### src/rtl/cla_sub12_if.sv
// Operand/result bundle for the 12-bit pipelined subtractor.
// The master side supplies operands and accepts results; the slave side is the subtractor.
interface cla_sub12_if #(
  parameter int WIDTH = 12
);
  logic [WIDTH-1:0] a;
  logic [WIDTH-1:0] b;
  logic             bin;
  logic             in_valid;
  logic             in_ready;
  logic [WIDTH-1:0] diff;
  logic             bout;
  logic             ovf;
  logic             zero;
  logic             out_valid;
  logic             out_ready;

  modport master (
    output a, b, bin, in_valid, out_ready,
    input  in_ready, diff, bout, ovf, zero, out_valid
  );

  modport slave (
    input  a, b, bin, in_valid, out_ready,
    output in_ready, diff, bout, ovf, zero, out_valid
  );
endinterface

### src/rtl/cla_sub12_pipe.sv
// 12-bit subtractor a - b - bin, computed as a + ~b + ~bin with one 4-bit lookahead
// slice per pipeline stage; stall-all valid/ready pipeline with registered flags.
module cla_sub12_pipe #(
  parameter int WIDTH  = 12,
  parameter int SLICE  = 4,
  parameter int STAGES = 3
) (
  input logic         clk,
  input logic         rst_n,
  cla_sub12_if.slave  bus
);

  localparam int LAST = STAGES - 1;

  // Every carry in the slice is a sum of products of g/p and the slice carry-in,
  // so no carry depends on another carry inside the slice.
  function automatic logic [SLICE:0] lookahead(input logic [SLICE-1:0] g,
                                               input logic [SLICE-1:0] p,
                                               input logic             cin);
    logic [SLICE:0] c;
    logic           term;
    c    = '0;
    c[0] = cin;
    for (int i = 0; i < SLICE; i++) begin
      term = cin;
      for (int k = 0; k <= i; k++) term = term & p[k];
      c[i+1] = term;
      for (int j = 0; j <= i; j++) begin
        term = g[j];
        for (int k = j + 1; k <= i; k++) term = term & p[k];
        c[i+1] = c[i+1] | term;
      end
    end
    return c;
  endfunction

  logic             adv;
  logic             vld_q   [STAGES];
  logic [WIDTH-1:0] part_q  [STAGES];
  logic [WIDTH-1:0] opa_q   [STAGES-1];
  logic [WIDTH-1:0] opb_q   [STAGES-1];
  logic             cy_q    [STAGES-1];
  logic             bout_q;
  logic             ovf_q;
  logic             zero_q;

  logic [WIDTH-1:0] opa_src [STAGES];
  logic [WIDTH-1:0] opb_src [STAGES];
  logic [WIDTH-1:0] part_src[STAGES];
  logic             cin_src [STAGES];
  logic             vld_src [STAGES];
  logic [SLICE-1:0] g_d     [STAGES];
  logic [SLICE-1:0] p_d     [STAGES];
  logic [SLICE:0]   c_d     [STAGES];
  logic [WIDTH-1:0] part_d  [STAGES];

  assign adv          = ~vld_q[LAST] | bus.out_ready;
  assign bus.in_ready = adv;

  always_comb begin
    opa_src[0]  = bus.a;
    opb_src[0]  = bus.b;
    part_src[0] = '0;
    cin_src[0]  = ~bus.bin;
    vld_src[0]  = bus.in_valid;
    for (int s = 1; s < STAGES; s++) begin
      opa_src[s]  = opa_q[s-1];
      opb_src[s]  = opb_q[s-1];
      part_src[s] = part_q[s-1];
      cin_src[s]  = cy_q[s-1];
      vld_src[s]  = vld_q[s-1];
    end
    for (int s = 0; s < STAGES; s++) begin
      g_d[s]    = opa_src[s][s*SLICE +: SLICE] & ~opb_src[s][s*SLICE +: SLICE];
      p_d[s]    = opa_src[s][s*SLICE +: SLICE] ^ ~opb_src[s][s*SLICE +: SLICE];
      c_d[s]    = lookahead(g_d[s], p_d[s], cin_src[s]);
      part_d[s] = part_src[s];
      part_d[s][s*SLICE +: SLICE] = p_d[s] ^ c_d[s][SLICE-1:0];
    end
  end

  always_ff @(posedge clk or negedge rst_n) begin
    if (!rst_n) begin
      for (int s = 0; s < STAGES; s++) begin
        vld_q[s]  <= 1'b0;
        part_q[s] <= '0;
      end
      for (int s = 0; s < STAGES - 1; s++) begin
        opa_q[s] <= '0;
        opb_q[s] <= '0;
        cy_q[s]  <= 1'b0;
      end
      bout_q <= 1'b0;
      ovf_q  <= 1'b0;
      zero_q <= 1'b0;
    end else if (adv) begin
      for (int s = 0; s < STAGES; s++) begin
        vld_q[s]  <= vld_src[s];
        part_q[s] <= part_d[s];
      end
      for (int s = 0; s < STAGES - 1; s++) begin
        opa_q[s] <= opa_src[s];
        opb_q[s] <= opb_src[s];
        cy_q[s]  <= c_d[s][SLICE];
      end
      // Flags are resolved in the last stage so the outputs come straight from flops.
      bout_q <= ~c_d[LAST][SLICE];
      ovf_q  <= c_d[LAST][SLICE] ^ c_d[LAST][SLICE-1];
      zero_q <= ~|part_d[LAST];
    end
  end

  assign bus.diff      = part_q[LAST];
  assign bus.bout      = bout_q;
  assign bus.ovf       = ovf_q;
  assign bus.zero      = zero_q;
  assign bus.out_valid = vld_q[LAST];

endmodule

### src/flat_wrapper.sv
// flat-port wrapper written by rule: the top's interface ports become plain ports
module cla_sub12_pipe_flat 
#(
  parameter int WIDTH  = 12,
  parameter int SLICE  = 4,
  parameter int STAGES = 3
)
  (clk, rst_n, bus_a, bus_b, bus_bin, bus_in_valid, bus_out_ready, bus_in_ready, bus_diff, bus_bout, bus_ovf, bus_zero, bus_out_valid);
  cla_sub12_if #(.WIDTH(WIDTH)) bus_i ();
  input logic clk;
  input logic rst_n;
  input wire logic [$bits(bus_i.a)-1:0] bus_a;
  input wire logic [$bits(bus_i.b)-1:0] bus_b;
  input wire logic [$bits(bus_i.bin)-1:0] bus_bin;
  input wire logic [$bits(bus_i.in_valid)-1:0] bus_in_valid;
  input wire logic [$bits(bus_i.out_ready)-1:0] bus_out_ready;
  output wire logic [$bits(bus_i.in_ready)-1:0] bus_in_ready;
  output wire logic [$bits(bus_i.diff)-1:0] bus_diff;
  output wire logic [$bits(bus_i.bout)-1:0] bus_bout;
  output wire logic [$bits(bus_i.ovf)-1:0] bus_ovf;
  output wire logic [$bits(bus_i.zero)-1:0] bus_zero;
  output wire logic [$bits(bus_i.out_valid)-1:0] bus_out_valid;
  assign bus_i.a = bus_a;
  assign bus_i.b = bus_b;
  assign bus_i.bin = bus_bin;
  assign bus_i.in_valid = bus_in_valid;
  assign bus_i.out_ready = bus_out_ready;
  assign bus_in_ready = bus_i.in_ready;
  assign bus_diff = bus_i.diff;
  assign bus_bout = bus_i.bout;
  assign bus_ovf = bus_i.ovf;
  assign bus_zero = bus_i.zero;
  assign bus_out_valid = bus_i.out_valid;
  cla_sub12_pipe #(.WIDTH(WIDTH), .SLICE(SLICE), .STAGES(STAGES)) u_core (.clk(clk), .rst_n(rst_n), .bus(bus_i));
endmodule
### config.mk
export PLATFORM = sky130hd
export DESIGN_NAME = cla_sub12_pipe_flat
export DESIGN_NICKNAME = d
export VERILOG_FILES = /design/src/rtl/cla_sub12_if.sv /design/src/rtl/cla_sub12_pipe.sv /design/src/flat_wrapper.sv
export SDC_FILE = /design/constraint.sdc
export NUM_CORES = 1
export LEC_CHECK = 0
export BUFFER_PORTS_ARGS = -buffer_cell sky130_fd_sc_hd__buf_2
export CORE_ASPECT_RATIO = 0.8
export CORE_UTILIZATION = 55
export DETAILED_ROUTE_END_ITERATION = 7
export GPL_TIMING_DRIVEN = 0
export PLACE_DENSITY = 0.81
export SLEW_MARGIN = 10
export SYNTH_ARGS = -nofsm -noshare
export SYNTH_HDL_FRONTEND = slang
export SYNTH_SLANG_ARGS = --single-unit
### constraint.sdc
create_clock -name clk -period 2.3 [get_ports clk]
set_input_delay 0.115 -clock clk [delete_from_list [all_inputs] [get_ports clk]]
set_output_delay 0.115 -clock clk [all_outputs]
set_load 0.02 [all_outputs]
==> reports/metrics.sh, run 1 <==
POWER.SEQUENTIAL.FRACTION=0.428
CP.REQUIRED_NS=2.50
INSERTEDDIODECOUNT=0
WORST_HOLD_SLACK_NS=0.001964
RSZ0062_AT_GRT='false'
PATH_CLK_SLEW_NS=0.09
ROUTE.VIAS.TOTAL=1917
CTS-BUFFERS-INSERTED=5
REGAREA_SQ_MM=0.001401
GRT_FIRST_PASS_WIRELENGTH_MICRONS=8369
ANTENNA_VIOLATIONS_BEFORE_REPAIR=0
FINAL.SETUP_SKEW_NS=0.004073
CRITICAL_PATH.STARTPOINT_TYPE='flip-flop'
GRT_PASS1_VIAS=1812
FLOORPLAN.ROWS=21
R2R.WORST_PATH.CELLS=7
DP_HPWL_MICRONS=3479
SWSHARE=0.3904
PLACE_AREA_SQ_MM=0.002888
TIMING.SETUP.CRITICAL_PATH_CLASS='flip-flop to flip-flop'
POWER.SHARE.CLOCK=0.150
POWER.STATIC_LEAKAGE_uW=0.001631
POSTCTSSETUPREPAIRBUFS=0
DIE-WIDTH_MICRONS=78.74
SEQ_AREA_FRAC_SYNTH=0.5408
DRT.ANTENNA.VIOLATING_NETS=0
GATE_COUNT_OF_THE_MAPPED_NETLIST=271
POWER.DENSITY_CELL_AREA_mW_PER_MM2=1196
COMBPWRFRAC=0.422
POST_DRT_VIA_CELL_RATIO=4.915
FINAL.PERIOD_UTILIZATION=0.7690
STARTPOINT_OF_THE_MOST_CRITICAL_REGISTER_TO_REGISTER_PATH='u_core.opb_q[16]'
AREA_DELTA_SYNTH_FINAL_PCT=18.49
PLACED_CELLS_INCL_TAPS=373
SORT_OF_ELEMENT_AT_THE_END_OF_THE_CRITICAL_PATH='flip-flop'
YS_SEQ_ELEMENTS=56
DIE_H_MICRONS=63.39
MULTIINPUTGATEAREA_SQ_MM=0.001062
FINAL_LAYOUT_SIZE_SUFFIX_GT1_FRAC=0.2132
CTS.SINK_COUNT=56
GP_CONGESTION=0.7641
NFILLCELLS=369
H-TREE-DEPTH=2
CTS_TREE='yes'
RR_ENDPOINT='u_core.c_d[0]'
FINAL_MAX_SLEW_VIOL_COUNT=0
SYNTH_TOP_AREA_FRAC=0.5408
HOLD_DEPTH=3
MOSTFREQUENTLAYOUTCELL='nand2_1'
FINAL_CELL_COUNT_NO_FILL=390
R2R_SLACK_NS=0.53
GRT.OVERFLOW.TOTAL=0
CTS.PATH.MAX_BUFFERS=2
GRT_START_MAX_NET_PINS=57
DIE_AREA_SQ_MM=0.004991
IO-PIN-COUNT=46
DRV_CAP=0
PORTBUFFERS=45
POST_DRT_WL_PER_CELL_MICRONS=12.47
FINAL_DESIGN_AREA_NO_FILL_SQ_MM=0.003070
SYNTHDOMINANTAREACELLTYPE='dfrtp_1'
SETUP_TNS_NS=0
MAXSLEWHEADROOM=0.5489
MAPPEDNETLISTNETS=318
RESULT_OF_THE_RUN='completed'
TIMING_WORST_SLEW_PIN_VALUE_NS=0.6766
MIN_DELAY_WORST_ENDPOINT='u_core.opb_q[16]'
YOSYSWARNINGCOUNT=0
ACHIEVABLE-FREQUENCY_MHz=565.4
GRT_RESOURCE_USAGE_TOTAL=0.2222
MEAN_AREA_PER_SYNTHESIZED_CELL_SQ_UM=9.562
FLOORPLAN.CORE_AREA_SQ_MM=0.004362
CTS-HOLD-FIX-BUFFERS=8
UNIQUE_CELL_TYPE_COUNT_IN_THE_YOSYS_NETLIST=31
DRT_FIRST_ITER_VIOLATIONS=146
TIMING_HOLD_VIOLATIONS_FINAL=0
DP_WORST_SETUP_SLACK_NS=0.5346
DRT_FIRST_PASS_ITERS=4
WORSTPATHARRIVAL_NS=1.96
LAYOUT_COMMON_CELLS='nand2_1, dfrtp_1, buf_2'
INTPOWER_uW=2239
CTS.REPAIR.RESIZED=0
POST-ROUTE-DRC-COUNT=0
NNETSFINAL=379
CLKLATENCYLATEPIN_NS=0.31
VDD.IR_DROP.WORST_mV=0.6652
CELL_AREA_AFTER_SYNTHESIS_SQ_MM=0.002591
LAYOUT_MIN_CYCLE_TIME_NS=1.769
WORST_HOLD_PATH_TYPE='input pin to flip-flop'
SYNTH_TOP_CELLS_BY_AREA='dfrtp_1, nand2_1, ha_1'
FINALSETUPVIOLATIONS=0
HOLD_PATH.STARTPOINT='bus_b[4]'
FINAL.SETUP.WORST_SLACK_NS=0.5314
POWER.SWITCHING_uW=1434
FLOORPLAN.INITIALDENSITY=0.5941
ROUTED_WL_MICRONS=4863
CLOCK_ROOT_BUFFER_MASTER='clkbuf_8'
WORST-PATH-MAX-FANOUT=2
[worst max path at each step]
stage	start	endpoint	cells after the start
after CTS	u_core.opb_q[16]	u_core.c_d[0]	7
final	u_core.opb_q[16]	u_core.c_d[0]	7
after global placement	u_core.opb_q[16]	u_core.c_d[0]	7
after detailed placement	u_core.opb_q[16]	u_core.c_d[0]	7
after floorplan	u_core.opb_q[16]	u_core.c_d[0]	7
after global routing	u_core.opb_q[16]	u_core.c_d[0]	7
[cell families (layout without fill, tap and decap cells)]
family	count (synthesis)	count (layout)	synth area share
simple gates	121	121	0.1907
flops	56	56	0.5408
compound gates	34	34	0.08064
buf+inv	30	92	0.04925
fa+ha+maj	18	18	0.09561
xor+xnor	9	9	0.03042
mux	3	3	0.01255
[power by group through the flow]
stage | combinational (uW) | sequential (uW) | clock [uW]
after floorplan | 974 | 1710 | 0
after global placement | 1500 | 1570 | 0
after detailed placement | 1540 | 1590 | 0
after CTS | 1560 | 1570 | 555
after global routing | 1750 | 1610 | 600
final | 1550 | 1570 | 552
[sequential cells by signal, summed over array words and instances (netlist names)]
name / cells
u_core.bus.bout: 1
u_core.bus.zero: 1
u_core.bus.out_valid: 1
u_core.bus.diff: 12
u_core.vld_q: 2
u_core.opa_q: 12
u_core.opb_q: 12
u_core.part_d: 12
u_core.bus.ovf: 1
u_core.c_d: 2
[critical path, cell delays in order, from the launching register on]
cell and delay [ns]:
dfrtp_1 0.38, inv_1 0.07, ha_1 0.30, ha_1 0.20, o21a_1 0.20, o22a_1 0.22
a211oi_1 0.23, a21oi_1 0.07
[synth_stat cells (all sizes together)]
cell,count
nor4,1
xnor2,4
nand2,99
nor3,2
ha,15
xor2,5
o21a,3
fa,3
o22a,2
inv,19
nand2b,1
buf,10
clkbuf,1
a21o,1
mux2i,1
mux2,2
or2,2
o31ai,1
nor2b,1
o211ai,1
nor2,14
a211oi,3
dfrtp,56
nand4,1
a21oi,13
o21ai,10
[cell type report]
type,count,area share
buffer,11,0.01834
timing repair buffer,54,0.1035
multi-input combinational,185,0.3460
sequential,56,0.4564
clock buffer,8,0.02934
inverter,19,0.02323
tap,57,0.02323
[layer usage]
| layer | routed length (microns) | GRT usage |
|---|---|---|
| met1 | 2582 | 0.3217 |
| met2 | 2028 | 0.3348 |
| met3 | 177 | 0.04348 |
| met4 | 74 | 0.07639 |
| met5 | 0 | 0 |
[stage by stage]
stage                     utilization  total power, uW
after floorplan                     -             2689
after global placement         0.6621             3070
after detailed placement       0.6621             3134
after CTS                      0.7011             3688
after global routing           0.7040             3956
final                          0.7040             3673
(Power assumes the default switching activity.)
==> run 2: changes to the inputs <==
clock period = 1.7 ns   (was 2.3 ns; I/O delays follow)
==> reports/metrics.sh, run 2 (synthesis gave the netlist of run 1 again) <==
LAYOUT_MIN_CYCLE_TIME_NS=1.693
DIE_AREA_SQ_MM=0.004991
GRT_FIRST_PASS_WIRELENGTH_MICRONS=8763
CTS-BUFFERS-INSERTED=5
R2R.WORST_PATH.CELLS=6
VDD.IR_DROP.WORST_mV=0.9138
POWER.DENSITY_CELL_AREA_mW_PER_MM2=1608
GRT.OVERFLOW.TOTAL=0
FLOORPLAN.ROWS=21
SORT_OF_ELEMENT_AT_THE_END_OF_THE_CRITICAL_PATH='flip-flop'
CLOCK_ROOT_BUFFER_MASTER='clkbuf_8'
CP.REQUIRED_NS=1.90
DRT.ANTENNA.VIOLATING_NETS=0
FINAL.SETUP.WORST_SLACK_NS=0.007387
WORST-PATH-MAX-FANOUT=3
RSZ0062_AT_GRT='true'
ROUTE.VIAS.TOTAL=2014
MIN_DELAY_WORST_ENDPOINT='u_core.part_d[12]'
IO-PIN-COUNT=46
POST-ROUTE-DRC-COUNT=0
ACHIEVABLE-FREQUENCY_MHz=590.8
TIMING_HOLD_VIOLATIONS_FINAL=0
POST_DRT_VIA_CELL_RATIO=5.010
RR_ENDPOINT='u_core.bus.diff[11]'
NFILLCELLS=336
FINAL_MAX_SLEW_VIOL_COUNT=0
POST_DRT_WL_PER_CELL_MICRONS=12.94
INSERTEDDIODECOUNT=0
DIE_H_MICRONS=63.39
DP_HPWL_MICRONS=3479
FINAL_LAYOUT_SIZE_SUFFIX_GT1_FRAC=0.2406
COMBPWRFRAC=0.445
DRT_FIRST_PASS_ITERS=4
ROUTED_WL_MICRONS=5202
AREA_DELTA_SYNTH_FINAL_PCT=24.53
HOLD_DEPTH=3
CTS.PATH.MAX_BUFFERS=2
PORTBUFFERS=45
FINALPOWER_uW=5189
RESULT_OF_THE_RUN='completed'
PATH_CLK_SLEW_NS=0.09
LAYOUT_COMMON_CELLS='nand2_1, dfrtp_1, buf_2'
MAXSLEWHEADROOM=0.5506
DRT_FIRST_ITER_VIOLATIONS=129
CTS.SINK_COUNT=56
FINALSETUPVIOLATIONS=0
CTS_TREE='yes'
HOLD_PATH.STARTPOINT='bus_b[0]'
TIMING.SETUP.CRITICAL_PATH_CLASS='flip-flop to flip-flop'
STARTPOINT_OF_THE_MOST_CRITICAL_REGISTER_TO_REGISTER_PATH='u_core.opa_q[8]'
GRT_RESOURCE_USAGE_TOTAL=0.2332
TIMING_WORST_SLEW_PIN_VALUE_NS=0.6741
DIE-WIDTH_MICRONS=78.74
INTPOWER_uW=3160
DRV_CAP=0
POWER.SWITCHING_uW=2029
MOSTFREQUENTLAYOUTCELL='nand2_1'
DP_WORST_SETUP_SLACK_NS=-0.06535
WORST_HOLD_PATH_TYPE='input pin to flip-flop'
GRT_PASS1_VIAS=1913
GRT_START_MAX_NET_PINS=57
WORSTPATHARRIVAL_NS=1.89
POWER.STATIC_LEAKAGE_uW=0.001691
R2R_SLACK_NS=0.007
CRITICAL_PATH.STARTPOINT_TYPE='flip-flop'
CLKLATENCYLATEPIN_NS=0.31
POWER.SEQUENTIAL.FRACTION=0.412
FLOORPLAN.INITIALDENSITY=0.5941
POWER.SHARE.CLOCK=0.142
SWSHARE=0.3910
FINAL.PERIOD_UTILIZATION=0.9957
H-TREE-DEPTH=2
FLOORPLAN.CORE_AREA_SQ_MM=0.004362
ANTENNA_VIOLATIONS_BEFORE_REPAIR=0
FINAL.SETUP_SKEW_NS=0.002302
GP_CONGESTION=0.7641
NNETSFINAL=391
[run 2: cell types whose count changed in the layout (fill, tap and decap cells not counted), moves of 2 or more]
cell           delta
buf_4             +3
dlygate4sd3_1     +9
ha_1              -3
ha_2              +2
inv_1             -2
inv_2             +2
[run 2: final cells by class]
| type | instances | area, sq um | share of cell area |
|---|---|---|---|
| buffer | 11 | 56.30 | 0.01745 |
| clock buffer | 8 | 90.09 | 0.02792 |
| inverter | 19 | 71.32 | 0.02210 |
| multi-input combinational | 185 | 1106 | 0.3428 |
| sequential | 56 | 1401 | 0.4343 |
| tap | 57 | 71.32 | 0.02210 |
| timing repair buffer | 66 | 430.4 | 0.1334 |
[run 2: per-stage QoR]
stage | cells | cell area, sq um | setup TNS (ns) | hold slack (ns) | utilization
after detailed placement | 373 | 2888 | -0.08481 | 0.2877 | 0.6621
after floorplan | 271 | 2591 | 0 | -0.2106 | -
final | 402 | 3227 | 0 | 0.1117 | 0.7398
after global routing | 402 | 3227 | -0.1384 | 0.1538 | 0.7398
after CTS | 401 | 3176 | 0 | 0.05337 | 0.7281
after global placement | 373 | 2888 | -0.04824 | 0.2803 | 0.6621
[run 2: worst max-delay path by stage]
stage,startpoint,end,slack (ns),depth (start not counted)
after floorplan,u_core.opb_q[16],u_core.c_d[0],0.05,7
after global placement,u_core.opb_q[16],u_core.c_d[0],-0.03,7
after detailed placement,u_core.opb_q[16],u_core.c_d[0],-0.07,7
after CTS,u_core.opb_q[8],u_core.bus.diff[11],0.0009,7
after global routing,u_core.opa_q[8],u_core.bus.ovf,-0.05,7
final,u_core.opa_q[8],u_core.bus.diff[11],0.007,6
[run 2: per-layer routing]
layer | routed length [microns] | vias to the layer above | global-route usage
li1 | - | 1002 | -
met5 | 0 | - | 0
met1 | 2518 | 950 | 0.3207
met4 | 88 | 0 | 0.08796
met2 | 2372 | 53 | 0.3663
met3 | 222 | 9 | 0.04638
[run 2: power by group through the flow]
| stage | clock network (uW) | registers (uW) | logic (uW) |
|---|---|---|---|
| final | 739 | 2140 | 2310 |
| after global routing | 812 | 2190 | 2590 |
| after CTS | 751 | 2120 | 2190 |
| after detailed placement | 0 | 2150 | 2090 |
| after global placement | 0 | 2130 | 2030 |
| after floorplan | 0 | 2320 | 1320 |
[run 2: timing repair]
item	4_1_cts	5_1_grt
pin swaps	3	10
hold buffers	17	1
endpoints found under the hold margin	17	56
endpoints found under the setup margin	2	7
buffers inserted	3	0
gates resized for setup	1	9
[run 2: critical path: stages (launching register included)]
cell and delay (ns):
dfrtp_1 0.40, ha_1 0.30, ha_2 0.18, o211ai_2 0.17, nand2_2 0.11, xor2_2 0.16
mux2_4 0.26
